**config.mk**
```make
export PLATFORM = sky130hd
export DESIGN_NAME = branch_redirect_ctrl
export DESIGN_NICKNAME = d
export VERILOG_FILES = /design/src/rtl/branch_redirect_ctrl.sv
export SDC_FILE = /design/constraint.sdc
export NUM_CORES = 1
export LEC_CHECK = 0
export ABC_AREA = 0
export CAP_MARGIN = 20
export CELL_PAD_IN_SITES_DETAIL_PLACEMENT = 1
export CELL_PAD_IN_SITES_GLOBAL_PLACEMENT = 1
export CORE_MARGIN = 3
export CORE_UTILIZATION = 45
export CTS_CLUSTER_SIZE = 12
export DETAILED_ROUTE_END_ITERATION = 8
export PLACE_DENSITY = 0.87
export SYNTH_ARGS = -nofsm -noshare
export SYNTH_HDL_FRONTEND = slang
export SYNTH_SLANG_ARGS = --single-unit
```
**constraint.sdc**
```tcl
create_clock -name clk -period 4.02 [get_ports clk]
set_input_delay 0.804 -clock clk [delete_from_list [all_inputs] [get_ports clk]]
set_output_delay 0.804 -clock clk [all_outputs]
set_load 0.005 [all_outputs]
```
**src/rtl/branch_redirect_ctrl.sv**
```systemverilog
`default_nettype none
// ============================================================================
// Module      : branch_redirect_ctrl
// Description : Keeps in-flight predicted branches in program order and checks
//               each execute-stage resolution against the oldest one. On a
//               mispredict it flushes the wrong path, redirects fetch and
//               clears the queue. Every resolution produces a predictor
//               counter update.
// Revision    : 1.0 - initial release
// ============================================================================
module branch_redirect_ctrl #(
    parameter int DATA_WIDTH   = 32,
    parameter int DEPTH        = 4,
    parameter int FLUSH_CYCLES = 2
) (
    input  logic                  clk,
    input  logic                  rst_n,
    input  logic                  pred_valid,
    input  logic                  pred_taken,
    input  logic [DATA_WIDTH-1:0] pred_pc,
    input  logic [DATA_WIDTH-1:0] pred_target,
    input  logic                  res_valid,
    input  logic                  res_taken,
    output logic                  stall_f,
    output logic                  flush,
    output logic                  redirect_valid,
    output logic [DATA_WIDTH-1:0] redirect_pc,
    output logic                  upd_valid,
    output logic                  upd_backward,
    output logic                  upd_correct,
    output logic                  overflow,
    output logic                  underflow
);

    localparam int                    c_AW       = (DEPTH > 1) ? $clog2(DEPTH) : 1;
    localparam int                    c_FCW      = (FLUSH_CYCLES > 1) ? $clog2(FLUSH_CYCLES) : 1;
    localparam logic [c_AW:0]         c_FULL_CNT = (c_AW+1)'(DEPTH);
    localparam logic [c_FCW-1:0]      c_FLUSH_LD = c_FCW'(FLUSH_CYCLES - 1);
    localparam logic [DATA_WIDTH-1:0] c_PC_STEP  = DATA_WIDTH'(4);

    typedef enum logic [0:0] {
        ST_NORMAL  = 1'b0,
        ST_RECOVER = 1'b1
    } state_t;

    state_t                r_state;
    logic [c_FCW-1:0]      r_flush_cnt;
    logic [c_AW-1:0]       r_rd_ptr;
    logic [c_AW-1:0]       r_wr_ptr;
    logic [c_AW:0]         r_count;

    logic [DATA_WIDTH-1:0] r_mem_pc    [DEPTH];
    logic [DATA_WIDTH-1:0] r_mem_tgt   [DEPTH];
    logic                  r_mem_taken [DEPTH];

    logic                  w_normal;
    logic                  w_full;
    logic                  w_empty;
    logic                  w_pop;
    logic                  w_mispredict;
    logic                  w_push;
    logic [DATA_WIDTH-1:0] w_head_pc;
    logic [DATA_WIDTH-1:0] w_head_tgt;
    logic                  w_head_taken;
    logic [DATA_WIDTH-1:0] w_fix_pc;

    // Queue status, head entry and the accept/compare decisions for this cycle
    always_comb begin
        w_normal     = (r_state == ST_NORMAL);
        w_full       = (r_count == c_FULL_CNT);
        w_empty      = (r_count == '0);
        w_head_pc    = r_mem_pc[r_rd_ptr];
        w_head_tgt   = r_mem_tgt[r_rd_ptr];
        w_head_taken = r_mem_taken[r_rd_ptr];
        w_pop        = w_normal & res_valid & ~w_empty;
        w_mispredict = w_pop & (w_head_taken != res_taken);
        // full is judged before the pop; a mispredict squashes the push
        w_push       = w_normal & pred_valid & ~w_full & ~w_mispredict;
        w_fix_pc     = res_taken ? w_head_tgt : (w_head_pc + c_PC_STEP);
        stall_f      = w_full | (r_state == ST_RECOVER);
    end

    // Entry storage; contents are don't-care until written so no reset
    always_ff @(posedge clk) begin
        if (w_push) begin
            r_mem_pc[r_wr_ptr]    <= pred_pc;
            r_mem_tgt[r_wr_ptr]   <= pred_target;
            r_mem_taken[r_wr_ptr] <= pred_taken;
        end
    end

    // Control FSM, queue pointers and registered pulse/sticky outputs
    always_ff @(posedge clk or negedge rst_n) begin
        if (!rst_n) begin
            r_state        <= ST_NORMAL;
            r_flush_cnt    <= '0;
            r_rd_ptr       <= '0;
            r_wr_ptr       <= '0;
            r_count        <= '0;
            flush          <= 1'b0;
            redirect_valid <= 1'b0;
            redirect_pc    <= '0;
            upd_valid      <= 1'b0;
            upd_backward   <= 1'b0;
            upd_correct    <= 1'b0;
            overflow       <= 1'b0;
            underflow      <= 1'b0;
        end else begin
            redirect_valid <= 1'b0;
            redirect_pc    <= '0;
            upd_valid      <= 1'b0;
            upd_backward   <= 1'b0;
            upd_correct    <= 1'b0;
            case (r_state)
                ST_NORMAL: begin
                    if (pred_valid && w_full) overflow  <= 1'b1;
                    if (res_valid && w_empty) underflow <= 1'b1;
                    if (w_pop) begin
                        upd_valid    <= 1'b1;
                        upd_backward <= (w_head_tgt < w_head_pc);
                        upd_correct  <= ~w_mispredict;
                    end
                    if (w_mispredict) begin
                        // everything younger than the head is wrong-path
                        r_rd_ptr       <= '0;
                        r_wr_ptr       <= '0;
                        r_count        <= '0;
                        flush          <= 1'b1;
                        redirect_valid <= 1'b1;
                        redirect_pc    <= w_fix_pc;
                        r_flush_cnt    <= c_FLUSH_LD;
                        r_state        <= ST_RECOVER;
                    end else begin
                        if (w_push) r_wr_ptr <= r_wr_ptr + 1'b1;
                        if (w_pop)  r_rd_ptr <= r_rd_ptr + 1'b1;
                        case ({w_push, w_pop})
                            2'b10:   r_count <= r_count + 1'b1;
                            2'b01:   r_count <= r_count - 1'b1;
                            default: r_count <= r_count;
                        endcase
                    end
                end
                ST_RECOVER: begin
                    // first flush cycle was entered with the counter preloaded
                    if (r_flush_cnt == '0) begin
                        flush   <= 1'b0;
                        r_state <= ST_NORMAL;
                    end else begin
                        r_flush_cnt <= r_flush_cnt - 1'b1;
                    end
                end
                default: r_state <= ST_NORMAL;
            endcase
        end
    end

endmodule
`default_nettype wire

```
==> Word level (Yosys, flattened, before mapping) <==
Memories as Yosys holds them, arrays and structs flattened.
Index checks and enable logic that the tools add are counted.
{ "totals": {"regBits": 48, "ramBits": 260, "inputBits": 70, "output_inout_bits": 40, "elab_cells": 78, "n_memories": 3} }
{ "op_classes": {"n_addsub": 6, "n_lt_le_gt_ge": 1, "n_eq_ne": 6, "mux": 26, "bitwise_logic": 11, "n_reduce_logical": 12} }
{ "memory_table": {"columns": ["name", "depth", "width", "read_ports", "rd_ports_with_merged_regs", "wr", "line", "rtl"], "rows": [
  ["r_mem_pc", 4, 32, 1, 0, 1, "52", "logic [DATA_WIDTH-1:0] r_mem_pc [DEPTH];"],
  ["r_mem_tgt", 4, 32, 1, 0, 1, "53", "logic [DATA_WIDTH-1:0] r_mem_tgt [DEPTH];"],
  ["r_mem_taken", 4, 1, 1, 0, 1, "54", "logic r_mem_taken [DEPTH];"]
]} }
{ "ops": {"columns": ["op", "n"], "rows": [
  ["$mux W32", 3],
  ["$add A32 B3 Y32 const B", 1],
  ["$lt A32 B32 Y1", 1],
  ["$mux W1", 14],
  ["$reduce_and A2 Y1", 6],
  ["$mux W2", 4],
  ["$and A1 B1 Y1", 6],
  ["$pmux W1 S2", 3],
  ["$pmux W3 S2", 1],
  ["$add A2 B1 Y2 const B", 2],
  ["$not A1 Y1", 4],
  ["$reduce_bool A2 Y1", 2],
  ["$add A3 B1 Y3 const B", 1],
  ["$eq A3 B3 Y1 const B", 1],
  ["$logic_not A3 Y1", 1],
  ["$mux W3", 1],
  ["$reduce_bool A3 Y1", 1],
  ["$sub A3 B1 Y3 const B", 1],
  ["$eq A2 B1 Y1 const B", 1],
  ["$eq A2 B2 Y1 const B", 1],
  ["$logic_and A1 B1 Y1", 2],
  ["$ne A2 B1 Y1 const B", 1],
  ["$ne A2 B2 Y1 const B", 1],
  ["$ne A1 B1 Y1", 1],
  ["other kinds (2)", 2]
]} }

==> Depth between registers and ports, before layout <==
{ "logic_depth": {"word_depth": 9, "ltp_mapped": 14, "ltp_nobuf": 9} }

==> Worst setup path before layout <==
No wires, ideal clock.
{ "synth_timing": {"kind": "reg2reg", "startpoint": "reg r_rd_ptr[0]", "endpoint": "mem r_mem_pc[0][0], enable pin", "setup_time_ns": 0.430, "arrival_ns": 3.497, "required_time_ns": 3.590, "path_slack_ns": 0.092, "path_stages_with_launch": 9, "path_buffers": 4, "synth_period_minus_slack_ns": 3.928, "cell_sequence": "dfrtp_1 > buf_6 > buf_12 > buf_6 > mux4_2 > xnor2_1 > nand2_1 > clkbuf_1 > and3_1"} }
{ "synth_between": {"elab_chain_cells": 7} }
{ "synth_rtl": {"columns": ["element", "line", "rtl"], "rows": [
  ["from (decl)", "48", "logic [c_AW-1:0] r_rd_ptr;"],
  ["from (signal assigned)", "135", "if (w_pop) r_rd_ptr <= r_rd_ptr + 1'b1;"],
  ["$mem_v2 Z4 W1", null, null],
  ["$ne A1 B1 Y1", "76", "w_mispredict = w_pop & (w_head_taken != res_taken);"],
  ["$and A1 B1 Y1", "76", null],
  ["$not A1 Y1", "78", "w_push = w_normal & pred_valid & ~w_full & ~w_mispredict;"],
  ["$and A1 B1 Y1", "78", null],
  ["$mux W1", "85", "if (w_push) begin"],
  ["$mux W1 (implied by the code)", "86", "r_mem_pc[r_wr_ptr] <= pred_pc;"],
  ["to (decl)", "52", null]
]} }
No other way between the ends.

==> Worst setup path after layout <==
{ "layout_timing": {"startpoint": "reg r_rd_ptr[0]", "endpoint": "reg upd_backward"} }
{ "layout_between": {"elab_chain_cells": 4, "word_cells_on_any_way": 5, "cone_classes": "1 x order compare; 2 x mux; 2 x memory"} }
{ "layout_rtl": {"columns": ["element", "line", "rtl"], "rows": [
  ["$mem_v2 Z4 W32 (on tied branches)", null, null],
  ["$lt A32 B32 Y1 (*)", "120", "upd_backward <= (w_head_tgt < w_head_pc);"],
  ["$mux W1 (*)", "118", "if (w_pop) begin"],
  ["$mux W1 (*)", "114", "case (r_state)"],
  ["to (signal assigned)", "120", null],
  ["to (decl)", "29", "output logic upd_backward,"]
]} }
Every way passes the cells marked *; elsewhere a longest branch is shown, timed or not.
A chain may end at the register's enable or synchronous reset.

==> flow_metrics.tcl <==
set metrics [dict create \
    synthCells 722 \
    p_seq_frac 0.411 \
    root_buffer "clkbuf_16" \
    arrival_ns 4.00 \
    crit_path_frequent_cell "a21oi_1" \
    cts_sinks 308 \
    ys_types 53 \
    netlist_area_um2 12800 \
    irDropWorstVdd_uv 285 \
    cts_made_buffers 34 \
    crit_path_max_fanout 29 \
    path_buf_inv 1 \
    seq_area_frac_synth 0.702 \
    post_cts_buffers 0 \
    slew_headroom 0.426 \
    die_h_um 175 \
    wire_per_inst_um 25.4 \
    internal_power_mw 7.27 \
    avgSynthCellArea_um2 17.8 \
    synth_edf_count 260 \
    grtUsageTotal 0.211 \
    clkTransAtPathRegs_ns 0.06 \
    synth_fp_nets 829 \
    syn_to_final_growth_pct 20.4 \
    first_iter_violations 581 \
    layout_commonest_cell "edfxtp_1" \
    netSwitchingFraction 0.321 \
    final-hold-violation-count 0 \
    grt_pass1_wl_um 48800 \
    portBuffers 109 \
    power.switching_mw 3.44 \
    hold_buffers 0 \
    dp_hpwl_um 21900 \
    crit_slowest_cell "dfrtp_4" \
    yosys_register_bits 308 \
    fin_worst_skew_ns 0.0196 \
    io_pins 110 \
    setup_tns_ns 0 \
    finish.net_count 968 \
    drt_wl_total_um 32100 \
    tightest_slew_ns 0.861 \
    cap_violations 0 \
    final_cell_mix "edfxtp_1 (260), clkdlybuf4s50_1 (108), mux4_2 (56)" \
    comb_power_share 0.322 \
    rsz0062_at_grt "no" \
    die_area_um2 30600 \
    power.density_nw_per_um2 693 \
    htree_levels 2 \
    fmax_mhz 277 \
    clkPwrFrac 0.267 \
    slowest_delay_ns 0.78 \
    outcome "finished clean" \
    postRouteAntennaNets 0 \
    antenna_found_initial 0 \
    core_um2 27900 \
    die_w_um 175 \
    first_global_vias 7937 \
    via_per_inst 5.75 \
    initial_core_util 0.459 \
    ys_async_sr_fraction 0.156 \
    p_leak_nw 5.41 \
    crit_required_ns 4.42 \
    cts_tree "yes" \
    antennaDiodeCount 0 \
    grt_start_max_net_pins 56 \
    clk_latency_ns 0.51 \
    firstDrtPassIters 5 \
    drc_errors 0 \
    rows 61 \
    hold_class "input pin to async pin" \
    post-route-period-util 0.897 \
    synth_ff_type "edfxtp_1" \
    cp-start-kind "flop" \
    fin_crit_ns 3.60 \
    cts_resized 0 \
    gp_congestion 0.859 \
    clk_path_buf_depth 3 \
    cp-end-kind "flop" \
    post-route-util 0.553 \
    setup_violations 0 \
    drive_gt1_frac 0.161 \
    worstPathCellList "mux4_1 -> inv_1 -> ha_1 -> a21oi_1 -> o21ai_0 -> o221a_2 -> a2111oi_0 -> a21oi_1 -> o31ai_1" \
    vias 7251 \
    crit_type "flop to flop" \
    yosys_warnings 0 \
    gr-total-overflow 0 \
    maxSlewViolCount 0 \
    path_delay_family "compound AO/OA/AOI/OAI gates" \
]
-- final cells by class --
| cell class | count | area [um^2] |
|---|---|---|
| tap | 378 | 473 |
| timing repair buffer | 132 | 1300 |
| inverter | 39 | 146 |
| clock inverter | 10 | 81.3 |
| multi-input combinational | 346 | 3510 |
| clock buffer | 49 | 928 |
| sequential | 308 | 9010 |
| fill | 2606 | 12500 |
-- power groups by stage --
stage	Clock (mW)	Combinational, mW	Sequential (mW)
after floorplan	0	2.19	4.33
after global placement	0	3.22	4.42
after detailed placement	0	3.40	4.47
after CTS	2.90	3.45	4.41
after global routing	3.06	3.73	4.46
final	2.86	3.45	4.40
-- layer usage --
metal	track usage	vias to the layer above	part of all wire
met5	0	-	0
met4	0.0735	0	0.033
met3	0.0435	67	0.061
met2	0.348	289	0.49
met1	0.283	3768	0.42
li1	-	3127	-
-- state kept, by name, summed over array words and instances (netlist names) --
name            flops
r_mem_pc          128
redirect_valid      1
r_rd_ptr            2
upd_correct         1
r_state             1
r_wr_ptr            2
r_mem_taken         4
upd_backward        1
r_flush_cnt         1
r_mem_tgt         128
r_count             3
redirect_pc        32
upd_valid           1
underflow           1
flush               1
overflow            1
-- cells in the mapped netlist (all sizes together) (3+ instances only) --
cell    instances  share of area
nor3b           3         0.0018
mux4           64           0.11
nand3          12         0.0047
nor3           13         0.0055
nand4          12         0.0082
inv            39          0.011
nor4            8         0.0056
o31ai           3         0.0018
mux2i           5         0.0039
a211oi         21          0.013
edfxtp        260           0.61
and3            7         0.0034
o21ai          20         0.0078
dfrtp          48          0.094
nand2b          3         0.0015
clkbuf         14         0.0041
nor2           32         0.0094
nand2          26         0.0076
buf            15         0.0093
ha             36          0.035
or3             3         0.0015
a21o            8         0.0047
xnor2          27          0.018
nor2b           3         0.0015
a21oi          17         0.0066
a31oi           3         0.0015
-- through the flow --
step	hold WS [ns]	cells	power (mW)	setup WS [ns]	cell area, um^2
3_3_place_gp	0.438	1203	7.64	0.505	14400
3_5_place_dp	0.457	1203	7.87	0.468	14400
2_1_floorplan	0.451	722	6.52	0.0924	12800
6_report	0.410	1262	10.7	0.416	15500
5_1_grt	0.461	1262	11.2	0.221	15500
4_1_cts	0.436	1262	10.8	0.458	15500
-- final timing paths --
kind,start,endpoint,slack (ns),depth (start not counted)
max,r_rd_ptr[0]$_DFFE_PN0P_,upd_backward$_DFF_PN0_,0.42,9
max reg2reg,r_rd_ptr[0]$_DFFE_PN0P_,upd_backward$_DFF_PN0_,0.42,9
min in group clk,overflow$_DFFE_PN0P_,overflow$_DFFE_PN0P_,0.46,1
min reg2reg,overflow$_DFFE_PN0P_,overflow$_DFFE_PN0P_,0.46,1
max in group asynchronous,rst_n,redirect_pc[23]$_DFF_PN0_,2.85,2
min,rst_n,upd_correct$_DFF_PN0_,0.41,1
-- cells by family (layout without fill, tap and decap cells) --
logic type | Yosys count | count (layout) | synth area share
simple gates | 129 | 129 | 0.0558
compound gates | 82 | 82 | 0.0420
fa+ha+maj | 37 | 37 | 0.0367
xor+xnor | 28 | 28 | 0.0191
mux | 70 | 70 | 0.120
buf+inv | 68 | 230 | 0.0248
flops | 308 | 308 | 0.702
-- worst register-to-register path: cells and delay by family, from the launching register on --
kind | cells | cell delay [ns]
flip-flops | 1 | 0.78
buffers and inverters | 1 | 0.13
adder cells (fa/ha/maj) | 1 | 0.27
AO/OA/AOI/OAI | 6 | 1.55
multiplexers | 1 | 0.76
Note: power is estimated with default switching activity, not from simulation.
